**src/rtl/booth8_digit_encoder.sv**
```systemverilog
// Radix-8 Booth digit encoder for a 13-bit multiplier operand.
// It emits five signed digits, most significant first, as sign/magnitude codes
// on a valid/ready stream. It also holds the registered multiplicand multiples
// 2a..5a for the downstream shift-and-add accumulator.
//
// Handshake: a transfer happens on a rising edge where valid && ready are both high.
// A producer holds valid and its payload stable until that edge. Both ready signals
// are free to change on any cycle.
module booth8_digit_encoder (
    input  logic        clk,
    input  logic        rst,
    input  logic        in_valid,
    output logic        in_ready,
    input  logic [12:0] b,
    input  logic [12:0] a,
    output logic [3:0]  s,
    output logic        s_valid,
    input  logic        s_ready,
    output logic        s_first,
    output logic        s_last,
    output logic [12:0] a_mul_2,
    output logic [12:0] a_mul_3,
    output logic [12:0] a_mul_4,
    output logic [12:0] a_mul_5,
    output logic        dbg_emit
);

    typedef enum logic {
        IDLE = 1'b0,
        EMIT = 1'b1
    } state_t;

    state_t      state_q, state_d;
    logic [15:0] x_q, x_d;
    logic [2:0]  k_q, k_d;
    logic [3:0]  s_q, s_d;
    logic        s_valid_q, s_valid_d;
    logic        in_ready_q, in_ready_d;
    logic        s_first_q, s_first_d;
    logic        s_last_q, s_last_d;
    logic [12:0] m2_q, m2_d, m3_q, m3_d, m4_q, m4_d, m5_q, m5_d;

    // Window {b[3k+2], b[3k+1], b[3k], b[3k-1]} mapped to a sign/magnitude code.
    // A window of all ones is a zero digit and is encoded as a plain zero.
    function automatic logic [3:0] encode_digit(input logic [15:0] x, input logic [2:0] k);
        logic [3:0] w;
        logic [2:0] m;
        logic [3:0] code;
        case (k)
            3'd0:    w = x[3:0];
            3'd1:    w = x[6:3];
            3'd2:    w = x[9:6];
            3'd3:    w = x[12:9];
            default: w = x[15:12];
        endcase
        m = {1'b0, w[2], 1'b0} + {2'b00, w[1]} + {2'b00, w[0]};
        if (!w[3])
            code = {1'b0, m};
        else if (m == 3'd4)
            code = 4'b0000;
        else
            code = {1'b1, 3'd4 - m};
        return code;
    endfunction

    // Next-state and next-output logic. Outputs are registered from the next state.
    always_comb begin
        state_d    = state_q;
        x_d        = x_q;
        k_d        = k_q;
        m2_d       = m2_q;
        m3_d       = m3_q;
        m4_d       = m4_q;
        m5_d       = m5_q;
        case (state_q)
            IDLE: begin
                if (in_valid) begin
                    state_d = EMIT;
                    x_d     = {2'b00, b, 1'b0};
                    k_d     = 3'd4;
                    m2_d    = {a[11:0], 1'b0};
                    m4_d    = {a[10:0], 2'b00};
                    m3_d    = a + {a[11:0], 1'b0};
                    m5_d    = a + {a[10:0], 2'b00};
                end
            end
            default: begin
                if (s_ready) begin
                    if (k_q != 3'd0)
                        k_d = k_q - 3'd1;
                    else
                        state_d = IDLE;
                end
            end
        endcase
        s_valid_d  = (state_d == EMIT);
        in_ready_d = (state_d == IDLE);
        s_d        = (state_d == EMIT) ? encode_digit(x_d, k_d) : 4'b0000;
        s_first_d  = (state_d == EMIT) && (k_d == 3'd4);
        s_last_d   = (state_d == EMIT) && (k_d == 3'd0);
    end

    // State and output registers with synchronous reset.
    always_ff @(posedge clk) begin
        if (rst) begin
            state_q    <= IDLE;
            x_q        <= 16'd0;
            k_q        <= 3'd0;
            s_q        <= 4'd0;
            s_valid_q  <= 1'b0;
            in_ready_q <= 1'b1;
            s_first_q  <= 1'b0;
            s_last_q   <= 1'b0;
            m2_q       <= 13'd0;
            m3_q       <= 13'd0;
            m4_q       <= 13'd0;
            m5_q       <= 13'd0;
        end else begin
            state_q    <= state_d;
            x_q        <= x_d;
            k_q        <= k_d;
            s_q        <= s_d;
            s_valid_q  <= s_valid_d;
            in_ready_q <= in_ready_d;
            s_first_q  <= s_first_d;
            s_last_q   <= s_last_d;
            m2_q       <= m2_d;
            m3_q       <= m3_d;
            m4_q       <= m4_d;
            m5_q       <= m5_d;
        end
    end

    assign in_ready = in_ready_q;
    assign s        = s_q;
    assign s_valid  = s_valid_q;
    assign s_first  = s_first_q;
    assign s_last   = s_last_q;
    assign a_mul_2  = m2_q;
    assign a_mul_3  = m3_q;
    assign a_mul_4  = m4_q;
    assign a_mul_5  = m5_q;
    assign dbg_emit = (state_q == EMIT);

endmodule

```
**config.mk**
```make
export PLATFORM = sky130hd
export DESIGN_NAME = booth8_digit_encoder
export DESIGN_NICKNAME = d
export VERILOG_FILES = /design/src/rtl/booth8_digit_encoder.sv
export SDC_FILE = /design/constraint.sdc
export NUM_CORES = 1
export LEC_CHECK = 0
export CORE_MARGIN = 8
export CORE_UTILIZATION = 45
export CTS_CLUSTER_SIZE = 24
export DETAILED_ROUTE_END_ITERATION = 8
export GPL_ROUTABILITY_DRIVEN = 0
export PLACE_DENSITY = 0.73
export SLEW_MARGIN = 20
export SYNTH_ARGS = -nofsm -noshare
export SYNTH_HDL_FRONTEND = slang
export SYNTH_SLANG_ARGS = --single-unit
```
**constraint.sdc**
```tcl
create_clock -name clk -period 4.2 [get_ports clk]
set_input_delay 0.42 -clock clk [delete_from_list [all_inputs] [get_ports clk]]
set_output_delay 0.42 -clock clk [all_outputs]
set_load 0.005 [all_outputs]
```
==> key figures <==
Run status
  – Status: complete, no violations

Final layout
  – Layout cells sized above 1: 6.60%
  – Final #Nets: 554
  – Area Growth Syn to Fin: 29.8%
  – Final cell utilization of the core: 59.8%
  – # diodes: 0
  – Post-layout instance count excluding filler cells: between 600 and 700
  – Layout filler cell count: 667

Power
  – Worst vdd ir: 0.188 mV
  – Total power: about 0.0017 W
  – PwrDens: 362 nW/um2
  – Pleak: 1.85 nW

GRT
  – Initial antenna violation count: 0
  – Largest net degree at the start of global routing: 52
  – First-pass GRT wire length: between 10 and 15 mm
  – Vias in the first global route: ~3200
  – Overall routing resource usage: between 10% and 20%
  – Final global-route overflow total: 0

STA
  – Fin Setup TNS: 0 ns
  – Worst-margin pin slew: 0.563 ns
  – RSZ-0062 raised after global routing: false
  – Final min period: 3.18 ns
  – Final Setup Violations: 0
  – F_max: 315 MHz
  – Total count of hold-check failures in the final report: 0
  – Final Max Slew Viols: 0
  – Hold_ws: roughly 0.45 ns
  – Crit share post-route: approximately three quarters
  – Slew HR: 62.2%
  – Skew final: roughly 0.01 ns

Floorplan
  – IO Count: 91
  – Row cnt: 32
  – Width of the die: about 100 um
  – Initial Utilization: 46.0%
  – Die area: roughly 11000 um2
  – Core area: 7650 um2
  – Die height: 104 um

Synthesis
  – Avg Inst Size Synth: slightly above 8 um2
  – Top cells by area, synth: dfxtp_1 35%, ha_1 9.6%, nand2_1 9.1%
  – Netlist Area Pre-Place: 3520 um2
  – Top cells by count, synth: 85 x nand2_1, 62 x dfxtp_1, 42 x a21oi_1
  – Sequential share of the synthesized area: 35.3%
  – Post-synth top area share: a little over a third
  – Synth Warn #: 0
  – Cells after synthesis: around 430
  – Asr flop ratio synth: 0%
  – Synth Flop Type: dfxtp_1
  – Number of flops mapped to enable cells by yosys: 0
  – Post-synth cell types: 61
  – Most frequent cell after synthesis: nand2_1
  – Yosys reg bits: 62
  – Post-synth top area cell: dfxtp_1

Setup path
  – Worst-path maximum fanout: 16
  – Startpoint Class: input pin
  – Worst Path Arrival: 3.46 ns
  – WS Path Type: input pin to flop
  – Slowest cell on crit path: clkdlybuf4s50_1
  – CP max stage delay: between 0.5 and 0.6 ns
  – CP most frequent cell: ha_1
  – CP required: between 4 and 5 ns
  – Setup crit end kind: flop
  – Critical-path cell list: clkdlybuf4s50_1 > and2b_1 > mux2i_1 > mux2_2 > o22ai_1 > o21a_1 > ha_1 > ha_1 > inv_1 > ha_1 > ha_1 > nand2_1 > mux2i_1

Clocking
  – Skew-Pair Late Insertion Delay: between 0.3 and 0.4 ns
  – CTS Buf Count: 9
  – Clk sink count: 62
  – H-tree levels: 3
  – Reg clk slew, reported paths: 0.08 ns
  – Worst-case clock buffer depth: 2
  – TritonCTS clock tree: built
  – Post-CTS Resized: 0
  – CTS Hold Buffers Added: 0
  – CTS root buf: clkbuf_8
  – Post-CTS setup buffers: 0

Placed design
  – Placed Instances: between 500 and 600
  – Hpwl dp: 6.50 mm
  – Number of port buffers: 87

Detailed routing
  – Post-route DRC: 0
  – Wire per inst: about 15 um
  – Routed Antenna Nets: 0
  – Avg Vias per Cell: 5.31
  – Routed wire length: 8.80 mm
  – 1st-iter DRT viols: 105
  – DR vias: ~3200
  – First-pass iteration count of the detailed router: 4

Run
  – Max_cap viols: 0

Worst hold path
  – Hold crit path type: flop to flop
power breakdown:
group	switching, W	internal (W)	leakage (nW)
logic	0.000197	0.000203	1.23
registers	0.0000244	0.000632	0.509
clock network	0.000257	0.000341	0.111
total	0.000479	0.00118	1.85
cell type report:
type,instances,area (um2),share of cell area [%]
Clock buffer,9,124,2.71
Clock inverter,7,103,2.25
Inverter,19,71.3,1.56
Multi-Input combinational cell,312,2010,43.9
Sequential cell,62,1240,27.2
Tap cell,102,128,2.79
Timing Repair Buffer,91,896,19.6
cells in the final DEF (no fill, tap or decap), drive strengths merged, types with 4 or more instances in the layout:
master,count
clkdlybuf4s50,86
nand2,85
dfxtp,62
a21oi,42
ha,27
inv,21
nor2,18
o21ai,18
mux2i,12
nand3,10
clkbuf,9
nor3,7
or3,7
and3,6
a21o,5
xnor2,5
nor2b,5
buf,5
o21a,4
path summary, 6_finish.rpt:
check / startpoint / end / slack, ns / cells past startpoint
max reg2reg: k_q[0] / s[2] / 1.04 / 15
min reg2reg: a_mul_3[4] / a_mul_3[4] / 0.45 / 2
max: in_valid / s[2] / 1.02 / 13
min: a_mul_3[4] / a_mul_3[4] / 0.45 / 2
through the flow:
stage / setup slack (ns) / cell area, um2
2_1_floorplan: 1.23 / 3530
3_3_place_gp: 0.808 / 4340
3_5_place_dp: 0.686 / 4340
4_1_cts: 1.02 / 4570
5_1_grt: 0.824 / 4570
6_report: 1.02 / 4570
critical path, delay by kind of cell:
kind	cells	cell delay, ns
buffers and inverters	2	0.60
adder cells (fa/ha/maj)	4	0.93
AO/OA/AOI/OAI	2	0.27
AND/OR/NAND/NOR	2	0.55
multiplexers	3	0.68
state kept, by name, indices dropped and copies added, names as in the netlist:
signal	cells
k_q	3
a_mul_2	2
x_q	16
s	4
a_mul_4	8
a_mul_3	13
in_ready	1
s_first	1
a_mul_5	12
s_last	1
s_valid	1
routing by layer:
metal | global-route usage (%) | wire length, um | up-vias
met2 | 27.4 | 4440 | 70
met3 | 4.40 | 443 | 10
met4 | 6.51 | 92 | 0
li1 | - | - | 1617
met5 | 0 | 0 | -
met1 | 17.9 | 3830 | 1502
cells by family (layout without fill, tap and decap cells):
group                      after synthesis  in the layout  synth area share (%)
adders and majority gates               29             29                  10.7
and+or+nand+nor                        158            158                  21.3
AOI/OAI and AO/OA                      100            100                  18.2
other                                    1              3                 0.107
buffers and inverters                   56            126                  8.03
muxes                                   15             15                  4.69
xor gates and xnor gates                 7              7                  1.74
DFF                                     62             62                  35.3
Note: power is estimated with default switching activity, not from simulation.
